## src/rtl/mapache64_pkg.sv

```systemverilog
// Shared mapache64 types plus the loader's command bytes and state encodings.
package mapache64;

  typedef logic [15:0] address_t;
  typedef logic [7:0]  data_t;

  localparam data_t LOADER_CMD_WRITE = 8'h57;
  localparam data_t LOADER_CMD_HOLD  = 8'h48;
  localparam data_t LOADER_CMD_GO    = 8'h47;

  typedef enum logic [2:0] {
    P_IDLE,
    P_ADDR_HI,
    P_ADDR_LO,
    P_LEN,
    P_DATA,
    P_WRITE
  } parse_state_t;

  typedef enum logic [1:0] {
    W_WAIT,
    W_SETUP,
    W_STROBE,
    W_HOLD
  } write_phase_t;

  typedef enum logic [2:0] {
    RX_IDLE,
    RX_START,
    RX_DATA,
    RX_STOP,
    RX_WAIT_HIGH
  } rx_state_t;

  // Bus addresses wrap 0xFFFF -> 0x0000 within a burst.
  function automatic address_t next_address(input address_t a);
    return a + 16'd1;
  endfunction

endpackage

```

## src/rtl/uart_bus_loader_if.sv

```systemverilog
// CPU-side bus as seen by the loader: request/grant handshake plus write port.
interface uart_bus_loader_if;
  logic                bus_req_o;
  logic                bus_grant_i;
  mapache64::address_t cpu_address_o;
  mapache64::data_t    data_o;
  logic                wen_no;

  modport master (
    output bus_req_o,
    output cpu_address_o,
    output data_o,
    output wen_no,
    input  bus_grant_i
  );

  modport slave (
    input  bus_req_o,
    input  cpu_address_o,
    input  data_o,
    input  wen_no,
    output bus_grant_i
  );
endinterface

```

## src/rtl/uart_bus_loader_rx.sv

```systemverilog
// 8N1 UART receiver: 2-flop synchronizer, mid-bit sampling, stop-bit framing check.
//   state        | meaning
//   RX_IDLE      | line idle, waiting for a falling edge
//   RX_START     | half-bit wait, then re-check start bit (glitch filter)
//   RX_DATA      | sampling 8 data bits LSB first
//   RX_STOP      | sampling stop bit
//   RX_WAIT_HIGH | framing error seen, waiting for the line to return high
module uart_rx
  import mapache64::*;
#(
  parameter int CLKS_PER_BIT = 16
) (
  input  logic  clk,
  input  logic  rst,
  input  logic  rx_i,
  output data_t byte_o,
  output logic  byte_valid_o,
  output logic  frame_err_o
);

  localparam int TW = $clog2(CLKS_PER_BIT);
  localparam logic [TW-1:0] FULL_BIT = TW'(CLKS_PER_BIT - 1);
  localparam logic [TW-1:0] HALF_BIT = TW'(CLKS_PER_BIT / 2 - 1);

  rx_state_t     rx_state;
  logic          rx_meta;
  logic          rx_sync;
  logic          rx_prev;
  logic [TW-1:0] bit_timer;
  logic [2:0]    bit_idx;
  data_t         shreg;

  always_ff @(posedge clk or posedge rst) begin
    if (rst) begin
      rx_meta      <= 1'b1;
      rx_sync      <= 1'b1;
      rx_prev      <= 1'b1;
      rx_state     <= RX_IDLE;
      bit_timer    <= '0;
      bit_idx      <= '0;
      shreg        <= '0;
      byte_o       <= '0;
      byte_valid_o <= 1'b0;
      frame_err_o  <= 1'b0;
    end else begin
      rx_meta      <= rx_i;
      rx_sync      <= rx_meta;
      rx_prev      <= rx_sync;
      byte_valid_o <= 1'b0;
      frame_err_o  <= 1'b0;
      case (rx_state)
        RX_IDLE: begin
          if (rx_prev && !rx_sync) begin
            rx_state  <= RX_START;
            bit_timer <= HALF_BIT;
          end
        end
        RX_START: begin
          if (bit_timer == '0) begin
            if (rx_sync) begin
              rx_state <= RX_IDLE;
            end else begin
              rx_state  <= RX_DATA;
              bit_timer <= FULL_BIT;
              bit_idx   <= '0;
            end
          end else begin
            bit_timer <= bit_timer - 1'b1;
          end
        end
        RX_DATA: begin
          if (bit_timer == '0) begin
            shreg     <= {rx_sync, shreg[7:1]};
            bit_timer <= FULL_BIT;
            if (bit_idx == 3'd7) begin
              rx_state <= RX_STOP;
            end else begin
              bit_idx <= bit_idx + 3'd1;
            end
          end else begin
            bit_timer <= bit_timer - 1'b1;
          end
        end
        RX_STOP: begin
          if (bit_timer == '0) begin
            if (rx_sync) begin
              byte_o       <= shreg;
              byte_valid_o <= 1'b1;
              rx_state     <= RX_IDLE;
            end else begin
              frame_err_o <= 1'b1;
              rx_state    <= RX_WAIT_HIGH;
            end
          end else begin
            bit_timer <= bit_timer - 1'b1;
          end
        end
        RX_WAIT_HIGH: begin
          if (rx_sync) begin
            rx_state <= RX_IDLE;
          end
        end
        default: rx_state <= RX_IDLE;
      endcase
    end
  end

endmodule

```

## src/rtl/uart_bus_loader.sv

```systemverilog
// UART-driven bring-up bus master: parses 'W' write bursts and 'H'/'G' hold
// commands, then drives byte writes onto the console CPU bus once granted.
//   state     | meaning
//   P_IDLE    | waiting for a command byte
//   P_ADDR_HI | next byte is base address [15:8]
//   P_ADDR_LO | next byte is base address [7:0]
//   P_LEN     | next byte is burst length (0 = 256)
//   P_DATA    | next byte is write data
//   P_WRITE   | bus write in progress (WAIT -> SETUP -> STROBE -> HOLD)
module uart_bus_loader
  import mapache64::*;
#(
  parameter int CLKS_PER_BIT = 16,
  parameter int WEN_CYCLES   = 2
) (
  input  logic                      clk,
  input  logic                      rst,
  input  logic                      rx_i,
  uart_bus_loader_if.master         bus,
  output logic                      busy_o,
  output logic                      frame_err_o,
  output logic                      overrun_o
);

  localparam int STW = (WEN_CYCLES > 1) ? $clog2(WEN_CYCLES) : 1;

  data_t          rx_byte;
  logic           rx_valid;
  logic           rx_frame_err;

  data_t          hold_data;
  logic           hold_valid;
  parse_state_t   parse_state;
  write_phase_t   write_phase;
  logic           hold_mode;
  address_t       addr_reg;
  logic [8:0]     remaining;
  data_t          wr_data;
  logic [STW-1:0] strobe_timer;
  logic           consume;

  uart_rx #(
    .CLKS_PER_BIT(CLKS_PER_BIT)
  ) u_rx (
    .clk         (clk),
    .rst         (rst),
    .rx_i        (rx_i),
    .byte_o      (rx_byte),
    .byte_valid_o(rx_valid),
    .frame_err_o (rx_frame_err)
  );

  assign consume = hold_valid && (parse_state != P_WRITE);
  assign busy_o  = (parse_state != P_IDLE) || hold_valid;

  always_ff @(posedge clk or posedge rst) begin
    if (rst) begin
      hold_data         <= '0;
      hold_valid        <= 1'b0;
      parse_state       <= P_IDLE;
      write_phase       <= W_WAIT;
      hold_mode         <= 1'b0;
      addr_reg          <= '0;
      remaining         <= '0;
      wr_data           <= '0;
      strobe_timer      <= '0;
      frame_err_o       <= 1'b0;
      overrun_o         <= 1'b0;
      bus.bus_req_o     <= 1'b0;
      bus.cpu_address_o <= '0;
      bus.data_o        <= '0;
      bus.wen_no        <= 1'b1;
    end else begin
      if (rx_frame_err) begin
        frame_err_o <= 1'b1;
      end

      // A byte arriving while the slot is still occupied is dropped, even if
      // the slot is being drained this same cycle.
      if (consume) begin
        hold_valid <= 1'b0;
      end
      if (rx_valid) begin
        if (hold_valid) begin
          overrun_o <= 1'b1;
        end else begin
          hold_data  <= rx_byte;
          hold_valid <= 1'b1;
        end
      end

      case (parse_state)
        P_IDLE: begin
          if (consume) begin
            case (hold_data)
              LOADER_CMD_WRITE: begin
                parse_state   <= P_ADDR_HI;
                bus.bus_req_o <= 1'b1;
              end
              LOADER_CMD_HOLD: begin
                hold_mode     <= 1'b1;
                bus.bus_req_o <= 1'b1;
              end
              LOADER_CMD_GO: begin
                hold_mode     <= 1'b0;
                bus.bus_req_o <= 1'b0;
              end
              default: ;
            endcase
          end
        end
        P_ADDR_HI: begin
          if (consume) begin
            addr_reg[15:8] <= hold_data;
            parse_state    <= P_ADDR_LO;
          end
        end
        P_ADDR_LO: begin
          if (consume) begin
            addr_reg[7:0] <= hold_data;
            parse_state   <= P_LEN;
          end
        end
        P_LEN: begin
          if (consume) begin
            remaining   <= (hold_data == 8'h00) ? 9'd256 : {1'b0, hold_data};
            parse_state <= P_DATA;
          end
        end
        P_DATA: begin
          if (consume) begin
            wr_data     <= hold_data;
            write_phase <= W_WAIT;
            parse_state <= P_WRITE;
          end
        end
        P_WRITE: begin
          // Grant is only consulted before SETUP; once started, a write
          // always runs through STROBE and HOLD.
          case (write_phase)
            W_WAIT: begin
              if (bus.bus_grant_i) begin
                bus.cpu_address_o <= addr_reg;
                bus.data_o        <= wr_data;
                write_phase       <= W_SETUP;
              end
            end
            W_SETUP: begin
              bus.wen_no   <= 1'b0;
              strobe_timer <= STW'(WEN_CYCLES - 1);
              write_phase  <= W_STROBE;
            end
            W_STROBE: begin
              if (strobe_timer == '0) begin
                bus.wen_no  <= 1'b1;
                write_phase <= W_HOLD;
              end else begin
                strobe_timer <= strobe_timer - 1'b1;
              end
            end
            W_HOLD: begin
              addr_reg    <= next_address(addr_reg);
              remaining   <= remaining - 9'd1;
              write_phase <= W_WAIT;
              if (remaining == 9'd1) begin
                parse_state   <= P_IDLE;
                bus.bus_req_o <= hold_mode;
              end else begin
                parse_state <= P_DATA;
              end
            end
            default: write_phase <= W_WAIT;
          endcase
        end
        default: parse_state <= P_IDLE;
      endcase
    end
  end

endmodule

```

## src/flat_wrapper.sv

```systemverilog
// flat-port wrapper written by rule: the top's interface ports become plain ports
module uart_bus_loader_flat import mapache64::*;
#(
  parameter int CLKS_PER_BIT = 16,
  parameter int WEN_CYCLES   = 2
)
  (clk, rst, rx_i, busy_o, frame_err_o, overrun_o, bus_bus_req_o, bus_cpu_address_o, bus_data_o, bus_wen_no, bus_bus_grant_i);
  uart_bus_loader_if bus_i ();
  input  logic clk;
  input  logic rst;
  input  logic rx_i;
  output logic busy_o;
  output logic frame_err_o;
  output logic overrun_o;
  output wire logic [$bits(bus_i.bus_req_o)-1:0] bus_bus_req_o;
  output wire logic [$bits(bus_i.cpu_address_o)-1:0] bus_cpu_address_o;
  output wire logic [$bits(bus_i.data_o)-1:0] bus_data_o;
  output wire logic [$bits(bus_i.wen_no)-1:0] bus_wen_no;
  input wire logic [$bits(bus_i.bus_grant_i)-1:0] bus_bus_grant_i;
  assign bus_bus_req_o = bus_i.bus_req_o;
  assign bus_cpu_address_o = bus_i.cpu_address_o;
  assign bus_data_o = bus_i.data_o;
  assign bus_wen_no = bus_i.wen_no;
  assign bus_i.bus_grant_i = bus_bus_grant_i;
  uart_bus_loader #(.CLKS_PER_BIT(CLKS_PER_BIT), .WEN_CYCLES(WEN_CYCLES)) u_core (.clk(clk), .rst(rst), .rx_i(rx_i), .bus(bus_i), .busy_o(busy_o), .frame_err_o(frame_err_o), .overrun_o(overrun_o));
endmodule
```

## config.mk

```make
export PLATFORM = sky130hd
export DESIGN_NAME = uart_bus_loader_flat
export DESIGN_NICKNAME = d
export VERILOG_FILES = /design/src/rtl/mapache64_pkg.sv /design/src/rtl/uart_bus_loader_if.sv /design/src/rtl/uart_bus_loader_rx.sv /design/src/rtl/uart_bus_loader.sv /design/src/flat_wrapper.sv
export SDC_FILE = /design/constraint.sdc
export NUM_CORES = 1
export LEC_CHECK = 0
export BUFFER_PORTS_ARGS = -buffer_cell sky130_fd_sc_hd__buf_2
export CAP_MARGIN = 20
export CORE_MARGIN = 2
export CORE_UTILIZATION = 60
export CTS_BUF_LIST = sky130_fd_sc_hd__clkbuf_16
export DETAILED_ROUTE_END_ITERATION = 10
export PLACE_DENSITY = 0.79
export SLEW_MARGIN = 20
export SYNTH_ARGS = -nofsm -noshare
export SYNTH_HDL_FRONTEND = slang
export SYNTH_SLANG_ARGS = --single-unit
```

## constraint.sdc

```tcl
create_clock -name clk -period 4.7 [get_ports clk]
set_clock_uncertainty 0.1 [all_clocks]
set_input_delay 0.94 -clock clk [delete_from_list [all_inputs] [get_ports clk]]
set_output_delay 0.94 -clock clk [all_outputs]
set_load 0.01 [all_outputs]
```

After elaboration in Yosys (flattened, before gate mapping)
Cells that the tools add are included.
{"block": "classes", "add_sub_neg": 5, "n_mul": 0, "div_mod_pow": 0, "magnitude_cmp": 0, "n_eq_ne": 40, "shifts": 0, "n_mux": 61, "bitwise_logic": 1, "n_reduce_logical": 38}
{"op": "$mux 3", "count": 19}
{"op": "$pmux 8 s2", "count": 2}
{"op": "$mux 9", "count": 3}
{"op": "$eq 8x7->1 const B", "count": 3}
{"op": "$ne 2x2->1 const B", "count": 12}
{"op": "$reduce_and 3->1", "count": 7}
{"op": "$mux 4", "count": 5}
{"op": "$pmux 3 s6", "count": 1}
{"op": "$pmux 9 s2", "count": 1}
{"op": "$add 16x1->16 const B", "count": 1}
{"op": "$mux 16", "count": 1}
{"op": "$pmux 4 s4", "count": 1}
{"op": "$reduce_bool 2->1", "count": 8}
{"op": "$ne 3x3->1 const B", "count": 5}
{"op": "$pmux 3 s5", "count": 1}
{"op": "$mux 1", "count": 14}
{"op": "$eq 3x2->1 const B", "count": 4}
{"op": "$eq 3x3->1 const B", "count": 4}
{"op": "$ne 2x1->1 const B", "count": 6}
{"op": "$pmux 1 s2", "count": 5}
{"op": "$reduce_and 2->1", "count": 5}
{"op": "$reduce_and 5->1", "count": 2}
{"op": "$eq 9x1->1 const B", "count": 1}
{"op": "$sub 9x1->9 const B", "count": 1}
{"op": "other kinds (25)", "count": 33}
{"block": "totals", "reg_bits": 108, "latchBits": 0, "ramBits": 0, "mem_bits_ro": 0, "input_bits": 4, "output_inout_bits": 29, "elab_cells": 171, "mem_count": 0}

Logic depth before layout (Yosys ltp)
Gate-level depths: netlist of the first run.
{"block": "logic_depth", "word_depth": 5, "depth_mapped": 6, "ltp_nobuf": 6}

By module
From an unflattened synthesis of the first run, not the netlist that was laid out.
{"block": "unflattened", "cells_unflattened": 449, "area_unflattened_um2": 5156.2}
{"module": "uart_bus_loader", "instances": 1, "cells_each": 346, "area_each_um2": 3808.7, "seq_area_each_um2": 1928.1}
{"module": "uart_rx", "instances": 1, "cells_each": 103, "area_each_um2": 1347.5, "seq_area_each_um2": 779.5}

Worst setup path after synthesis of the first run
OpenSTA, ideal clock, no wires.
{"block": "synth_timing", "kind": "register to register", "from": "reg u_core.remaining[1]", "to": "reg u_core.bus.bus_req_o", "setup_time_ns": 0.125, "arrival_ns": 1.910, "required_time_ns": 4.475, "path_slack_ns": 2.565, "stages_incl_launch_ff": 7, "path_buffers": 0, "synth_period_minus_slack_ns": 2.135, "path_cell_list": "dfrtp_1 -> inv_1 -> ha_1 -> or4b_2 -> o21a_1 -> nor4_1 -> mux2_2"}
{"block": "synth_between", "elab_chain_len": 3}
{"element": "start: declaration", "line": "uart_bus_loader.sv:37", "text": "logic [8:0] remaining;"}
{"element": "start signal: assignment", "line": "uart_bus_loader.sv:126", "text": "remaining <= (hold_data == 8'h00) ? 9'd256 : {1'b0, hold_data};"}
{"element": "start signal: assignment", "line": "uart_bus_loader.sv:163", "text": "remaining <= remaining - 9'd1;"}
{"element": "$eq 9x1->1", "line": "uart_bus_loader.sv:165", "text": "if (remaining == 9'd1) begin"}
{"element": "$ne 2x1->1 (no line)"}
{"element": "$reduce_and 5->1 (no line)"}
{"element": "end signal: assignment", "line": "uart_bus_loader.sv:167", "text": "bus.bus_req_o <= hold_mode;"}
{"element": "end: declaration", "line": "uart_bus_loader_if.sv:10", "text": "output bus_req_o,"}
No other way between the ends.
A chain may end at the register's enable or synchronous reset.

Worst setup path in the final report of the first run
Same ends and word-level chain as after synthesis.

==> results by group, run 1 <==
STA
  • RSZ-0062 raised after global routing: no
  • Max-slew headroom: 48.8%
  • Setup TNS: 0 ps
  • Max-slew violation count: 0
  • Fin worst setup slack: 2360 ps
  • Maximum clock frequency: 427 MHz
  • Final period util: 49.8%
  • Final Hold Fails: 0
  • Crit path time final: 2340 ps
  • Final setup viols: 0
  • Worst-Margin Slew: 765 ps

Floorplan
  • Die X: 96.5 um
  • Die Ht: 96.5 um
  • Placeable Area: 0.00826 mm^2
  • # rows: 33
  • Starting Density: 62.2%
  • I/O pin total: 33
  • Die ar.: 0.00932 mm^2

Detailed routing
  • Via density per instance: 6.23
  • WL/cell: 18.2 um
  • Routed Antenna Nets: 0
  • Pre-antenna DRT Iters: 5
  • DRT Wirelength: 10.9 mm
  • Iter 0 DRT Violations: 236
  • DR DRC count: 0
  • Vias: 3719

Yosys
  • Syn Inst Count: 464
  • Syn_area_per_cell: 11.1 um^2
  • Post-Syn Nets: 479
  • Yosys cell types: 60
  • Asr flop ratio synth: 100%
  • Top cell type by total area after synthesis: dfrtp_1
  • Synth area leaders: dfrtp_1, mux2_2, a21oi_1
  • Number of flops mapped to enable cells by yosys: 0
  • Primary FF master, synth: dfrtp_1
  • YS warnings: 0
  • Register area share after synthesis: 52.7%
  • Register bit total from synthesis: 108
  • Cell area after synthesis: 0.00514 mm^2
  • Share of the synthesized area in the top cell type: 50.7%

Global route
  • Initial antenna violation count: 0
  • Vias in the first global route: 3705
  • Pin count of the biggest net entering global routing: 53
  • Global-route wire length before repair: 17.8 mm
  • GR Util All Layers: 25.3%
  • Grt ovf: 0

Place
  • Final GP Congestion: 0.819
  • Port buffer count: 32
  • Dpl ws: 2020 ps
  • HPWL after DPL: 7.43 mm

Clocking
  • # clock sinks: 108
  • Post-CTS setup buffer count: 0
  • Root buffer cell: clkbuf_16
  • CTS buffer count: 9
  • H-Tree Depth: 3
  • Max Root-Sink Buffers: 2
  • CTS tree: yes
  • Post_cts resized: 0
  • Worst-Skew Late Latency: 350 ps
  • Reg clk slew, reported paths: 70 ps
  • Hold buffers post-CTS: 0

Critical path
  • R2R setup slack: 2360 ps
  • CP Capture Type: flop
  • Worst reg2reg startpoint: u_core.remaining[1]
  • Worst EP arrival: 2470 ps
  • Crit path max fanout: 4
  • Critical path class: flop to flop
  • CP Data Required Time: 4830 ps
  • Worst reg2reg path depth: 6
  • Reg2reg end: u_core.bus.bus_req_o
  • Startpoint Class: flop

Job
  • Max-cap violations: 0

Min path
  • Hold Startpoint: u_core.u_rx.rx_meta
  • WHS Path Cells: 0
  • Worst Hold Class: flop to flop
  • WHS Endpoint: u_core.u_rx.rx_sync

Outcome
  • Outcome: completed

Cells and area
  • Layout cells sized above 1: 26.0%
  • N_diodes: 0
  • Final #Nets: 502
  • Synth-to-Final Area Change: 9.67%

Power and ir drop
  • PwrDens: 328 mW/mm^2
  • Leak pwr: 2.75 nW
  • Maximum VDD drop: 0.254 mV
-- worst max path at each step --
stage	start	endpoint	cells after the start
after floorplan	rst	u_core.addr_reg[0]	1
after global placement	bus_bus_grant_i	u_core.bus.cpu_address_o[13]	3
after detailed placement	bus_bus_grant_i	u_core.bus.data_o[1]	3
after CTS	u_core.parse_state[0]	u_core.bus.cpu_address_o[9]	3
after global routing	u_core.remaining[1]	u_core.bus.bus_req_o	6
final	u_core.remaining[1]	u_core.bus.bus_req_o	6
-- per-stage QoR --
step	utilization (%)	total power, mW	area (um^2)	hold WS (ps)	cells
2_1_floorplan	-	1.13	5140	245	464
3_3_place_gp	64.9	1.15	5360	248	581
3_5_place_dp	64.9	1.16	5360	251	581
4_1_cts	68.2	1.86	5630	264	597
5_1_grt	68.2	1.93	5630	264	597
6_report	68.2	1.85	5630	260	597
-- cell families after synthesis --
group,synth area share [%]
compound gates,14.0
xor+xnor,0.171
fa+ha+maj,2.68
buf+inv,3.21
flops,52.7
mux,13.3
simple gates,14.0
-- placed cells by master (no fill, tap or decap), drive strengths merged, types with 6 or more instances in the layout --
cell and count:
dfrtp 104, mux2 59, a21oi 40, buf 36, nor2 32, o21ai 24, nand2 22, inv 19
nand3 11, ha 11, nor3 9, nor4 9, clkbuf 9, nand2b 8, a31oi 7, a21o 6
o22a 6
-- synthesized netlist by cell type, types with 3 or more instances --
library cell,n
nand3_1,11
o21a_1,4
dfstp_2,4
nand2_1,22
buf_1,4
and3b_1,4
dfrtp_1,104
nand4_1,4
nand3b_1,3
and4_1,3
a2bb2oi_1,4
buf_2,4
ha_1,11
a21oi_1,40
and3_1,4
nor3b_1,4
o22a_1,6
nor4_1,9
o21ai_0,23
nor3_1,9
o22ai_1,3
nor2_1,32
a31oi_1,7
mux2_2,59
inv_1,16
nand2b_1,8
clkbuf_1,15
a21o_1,6
-- critical path, cell delays in order (launching register included) --
cell and delay [ps]:
dfrtp_1 410, inv_1 90, ha_1 140, or4b_2 580, o21a_1 210, nor4_1 310
mux2_2 380
-- layer usage --
layer	wire length [um]	track usage [%]	share of wire (%)
met1	4640	32.3	43
met2	5580	43.2	51
met4	238	9.51	2.2
met5	0	0	0
met3	433	4.50	4.0
-- final cells by class --
class	count	area [um^2]
fill	632	2620
sequential	108	2710
multi-input combinational	316	2270
inverter	16	62.6
tap	105	131
clock buffer	9	225
clock inverter	7	47.5
timing repair buffer	36	190
-- where the power goes --
group          switching (mW)  internal (mW)
clock                   0.345          0.363
combinational          0.0736         0.0622
sequential             0.0450          0.962
total                   0.463           1.39
Power figures use the tool's default switching activity.
==> inputs of run 2 (changes only) <==
- CORE_UTILIZATION: 60 -> 55
- PLACE_DENSITY: 0.79 -> 0.76
- clock period: 4.7 -> 2.1 ns (I/O delays scaled with it)
==> results by group, run 2 (synthesis results as in run 1) <==
Min path
  • Hold Startpoint: rx_i
  • Worst Hold Class: input pin to flop

Detailed routing
  • DR DRC count: 0
  • Iter 0 DRT Violations: 192
  • Via density per instance: 6.09
  • WL/cell: 17.4 um
  • DRT Wirelength: 11.0 mm
  • Pre-antenna DRT Iters: 7
  • Vias: 3852
  • Routed Antenna Nets: 0

Power and ir drop
  • Maximum VDD drop: 0.705 mV
  • PwrDens: 703 mW/mm^2
  • Total power: 4.21 mW
  • Leak pwr: 2.92 nW

STA
  • Worst-Margin Slew: 567 ps
  • Maximum clock frequency: 487 MHz
  • Final Hold Fails: 0
  • Max-slew violation count: 0
  • Setup TNS: 0 ps
  • Hold slack final: 70.6 ps
  • Final setup viols: 0
  • Crit path time final: 2050 ps
  • Fin worst setup slack: 47.3 ps
  • Final period util: 97.7%
  • Max-slew headroom: 61.3%

Floorplan
  • Die Ht: 101 um
  • I/O pin total: 33
  • Die ar.: 0.0101 mm^2
  • Placeable Area: 0.00915 mm^2
  • Die X: 101 um
  • Starting Density: 56.1%
  • # rows: 35

Critical path
  • Startpoint Class: flop
  • Worst EP arrival: 2180 ps
  • Critical path class: flop to flop
  • CP Capture Type: flop
  • Crit path max fanout: 2
  • Crit. Startpoint: u_core.remaining[1]
  • CP Data Required Time: 2230 ps
  • Worst reg2reg startpoint: u_core.remaining[1]

Clocking
  • Reg clk slew, reported paths: 70 ps
  • Hold buffers post-CTS: 0
  • Root buffer cell: clkbuf_16
  • CTS buffer count: 9
  • H-Tree Depth: 3
  • CTS tree: yes
  • Worst-Skew Late Latency: 350 ps
  • Max Root-Sink Buffers: 2
  • # clock sinks: 108

Place
  • Placed insts: 612
  • Port buffer count: 32
  • Final GP Congestion: 0.909
  • Placed inst area: 0.00559 mm^2
  • Dpl ws: -79.1 ps
  • HPWL after DPL: 7.25 mm

Cells and area
  • Layout cells sized above 1: 32.0%
  • N_diodes: 0
  • Final instance area: 0.00599 mm^2
  • Final #Nets: 532
  • Fin cells: 633
  • Final core occ: 65.4%
  • Commonest non-fill, non-tap cell in the layout: dfrtp_1
  • Most frequent cells in the layout: dfrtp_1, mux2_2, a21oi_1
  • Synth-to-Final Area Change: 16.5%

Job
  • Max-cap violations: 0

Global route
  • Grt ovf: 0
  • Initial antenna violation count: 0
  • Vias in the first global route: 3781
  • GR Util All Layers: 22.9%
  • Pin count of the biggest net entering global routing: 109
  • Global-route wire length before repair: 18.4 mm

Outcome
  • Outcome: completed
-- run 2: metal layers --
metal / wire length, um / share of wire (%) / GRT usage (%) / vias up
li1: - / - / - / 1805
met1: 4750 / 43 / 30.0 / 1920
met2: 5710 / 52 / 39.3 / 105
met3: 403 / 3.7 / 3.81 / 22
met4: 172 / 1.6 / 6.53 / 0
met5: 0 / 0 / 0 / -
-- run 2: critical path, cell delays in order, from the launching register on --
cell     delay (ps)
dfrtp_1         410
inv_2            90
ha_4            120
or4b_4          450
o21a_1          210
nor4_2          180
mux2_2          370
-- run 2: cell type report --
cell class | instances | area (um^2)
Clock buffer | 9 | 225
Clock inverter | 7 | 60.1
Fill cell | 707 | 3170
Inverter | 16 | 63.8
Multi-Input combinational cell | 316 | 2340
Sequential cell | 108 | 2710
Tap cell | 111 | 139
Timing Repair Buffer | 66 | 453
-- run 2: repair_timing --
action                     4_1_cts  5_1_grt
pin swaps                        2        7
setup endpoints to repair        1       21
buffers inserted                 4        2
resized for setup                5       12
-- run 2: final timing paths --
path | endpoint | slack [ps] | cells after the start
setup / recovery | u_core.bus.bus_req_o | 50 | 6
hold / removal | u_core.u_rx.rx_meta | 70 | 1
setup reg to reg | u_core.bus.bus_req_o | 50 | 6
hold reg to reg | u_core.u_rx.rx_sync | 260 | 0
max in group asynchronous | u_core.addr_reg[1] | 1350 | 3
min in group asynchronous | u_core.u_rx.byte_o[3] | 120 | 3
-- run 2: where the power goes --
part	internal, mW	switching (mW)	total, mW
clock network	0.824	0.795	1.62
logic	0.151	0.180	0.331
registers	2.15	0.104	2.26
==> inputs of run 3 (changes only) <==
==> constraint.sdc (replaced) <==
create_clock -name clk -period 2.1 [get_ports clk]
set_clock_uncertainty 0.1 [all_clocks]
set_input_delay 0.315 -clock clk [delete_from_list [all_inputs] [get_ports clk]]
set_output_delay 0.315 -clock clk [all_outputs]
set_load 0.01 [all_outputs]
==> results by group, run 3 (synthesis results as in run 1) <==
Cells and area
  • Storage cell area: 0.00271 mm^2
  • Final instance area: 0.00592 mm^2
  • Final core occ: 64.6%
  • Fillers: 729
  • Most frequent cells in the layout: dfrtp_1, mux2_2, a21oi_1
  • Commonest non-fill, non-tap cell in the layout: dfrtp_1
  • Final #Nets: 530
  • N_diodes: 0
  • Multi-input combinational cell area: 0.00229 mm^2
  • Layout cells sized above 1: 30.2%
  • Synth-to-Final Area Change: 15.2%
  • Fin cells: 631

Floorplan
  • Die X: 101 um
  • # rows: 35
  • Starting Density: 56.1%
  • Die Ht: 101 um
  • Placeable Area: 0.00915 mm^2
  • I/O pin total: 33
  • Die ar.: 0.0101 mm^2

Place
  • Port buffer count: 32
  • Final GP Congestion: 0.876
  • HPWL after DPL: 7.10 mm
  • Placed inst area: 0.00559 mm^2
  • Dpl ws: -42.4 ps
  • Placed insts: 612

Critical path
  • Worst-path cell chain: inv_2 > ha_4 > or4b_4 > o21a_1 > nor4_2 > mux2_2
  • Cell family with most CP delay: simple AND/OR/NAND/NOR gates
  • CP max stage cell: or4b_4
  • CP Capture Type: flop
  • Critical path class: flop to flop
  • Crit path max fanout: 2
  • CP Data Required Time: 2220 ps
  • Startpoint Class: flop
  • Worst EP arrival: 2160 ps
  • CP max stage delay: 440 ps
  • Worst path bufs/invs: 1

STA
  • Final Hold Fails: 0
  • Max-slew headroom: 54.5%
  • Final period util: 96.8%
  • Crit path time final: 2030 ps
  • Worst-Margin Slew: 665 ps
  • Max-slew violation count: 0
  • Fin worst setup slack: 66.6 ps
  • Maximum clock frequency: 492 MHz
  • RSZ-0062 raised after global routing: yes
  • Final setup viols: 0

Clocking
  • Max Root-Sink Buffers: 2
  • Reg clk slew, reported paths: 70 ps
  • H-Tree Depth: 3
  • Worst-Skew Late Latency: 340 ps
  • CTS tree: yes
  • # clock sinks: 108
  • CTS buffer count: 9
  • Root buffer cell: clkbuf_16

Power and ir drop
  • Int Pwr: 3.11 mW
  • Total power: 4.13 mW
  • Sequential cell fraction of total power: 54.5%
  • Comb power frac: 7.7%
  • PwrDens: 698 mW/mm^2
  • Part of the power in the clock network: 37.7%
  • Maximum VDD drop: 0.465 mV
  • Sw Pwr: 1.02 mW
  • Sw frac: 24.6%
  • Leak pwr: 2.90 nW

Detailed routing
  • WL/cell: 16.5 um
  • DRT Wirelength: 10.4 mm
  • Routed Antenna Nets: 0
  • Iter 0 DRT Violations: 179
  • Vias: 3771
  • Pre-antenna DRT Iters: 5
  • Via density per instance: 5.98
  • DR DRC count: 0

Job
  • Max-cap violations: 0

Global route
  • Grt ovf: 0
  • Pin count of the biggest net entering global routing: 109
  • Vias in the first global route: 3617
  • Initial antenna violation count: 0
  • GR Util All Layers: 21.7%
  • Global-route wire length before repair: 17.5 mm

Min path
  • Worst Hold Class: input pin to asynchronous set/reset pin

Outcome
  • Outcome: completed
==> run 3: final timing paths <==
kind                                     start                     to  slack (ps)  depth (start not counted)
hold / removal                             rst  u_core.u_rx.byte_o[3]          20                          3
setup / recovery           u_core.remaining[1]   u_core.bus.bus_req_o          70                          6
hold reg to reg            u_core.u_rx.rx_meta    u_core.u_rx.rx_sync         260                          0
min in group clk           u_core.u_rx.rx_meta    u_core.u_rx.rx_sync         260                          0
setup reg to reg           u_core.remaining[1]   u_core.bus.bus_req_o          70                          6
max in group asynchronous                  rst    u_core.addr_reg[15]        1450                          3
==> run 3: tightest hold or removal path, cell delays in order <==
cell and delay [ps]:
buf_2 110, clkinvlp_4 70, buf_12 410
==> run 3: per-stage QoR <==
stage | hold slack [ps] | TNS [ps]
finish | 23.0 | 0
global route | 70.5 | -23.1
CTS | 57.8 | 0
detailed placement | 249 | -42.4
global placement | 250 | -8.22
floorplan | 219 | 0
==> run 3: per-layer routing <==
metal | track usage, % | vias up | part of all wire, %
li1 | - | 1794 | -
met1 | 29.3 | 1873 | 44
met2 | 36.3 | 97 | 50
met3 | 4.51 | 7 | 5.2
met4 | 5.06 | 0 | 0.62
met5 | 0 | - | 0
==> run 3: power by group through the flow <==
stage | logic, mW | clock network [mW] | registers [mW]
2_1_floorplan | 0.282 | 0 | 2.25
3_3_place_gp | 0.302 | 0 | 2.29
3_5_place_dp | 0.317 | 0 | 2.29
4_1_cts | 0.318 | 1.60 | 2.25
5_1_grt | 0.369 | 1.68 | 2.27
6_report | 0.319 | 1.56 | 2.25
==> run 3: what timing repair did <==
| action | in CTS | in global routing |
|---|---|---|
| gates resized for setup | 1 | 5 |
| pin swaps | 0 | 2 |
| hold buffers | 1 | 0 |
| hold endpoints to repair | 1 | 0 |
| buffers inserted | 0 | 2 |
| setup endpoints to repair | 1 | 16 |
==> run 3: layout make-up <==
type                    instances  share of cell area [%]
inverters                      16                    1.08
repair buffers                 64                    7.44
clock inverters                 7                   0.804
clock buffers                   9                    3.81
flip-flops and latches        108                    45.8
multi-input cells             316                    38.8
well taps                     111                    2.35
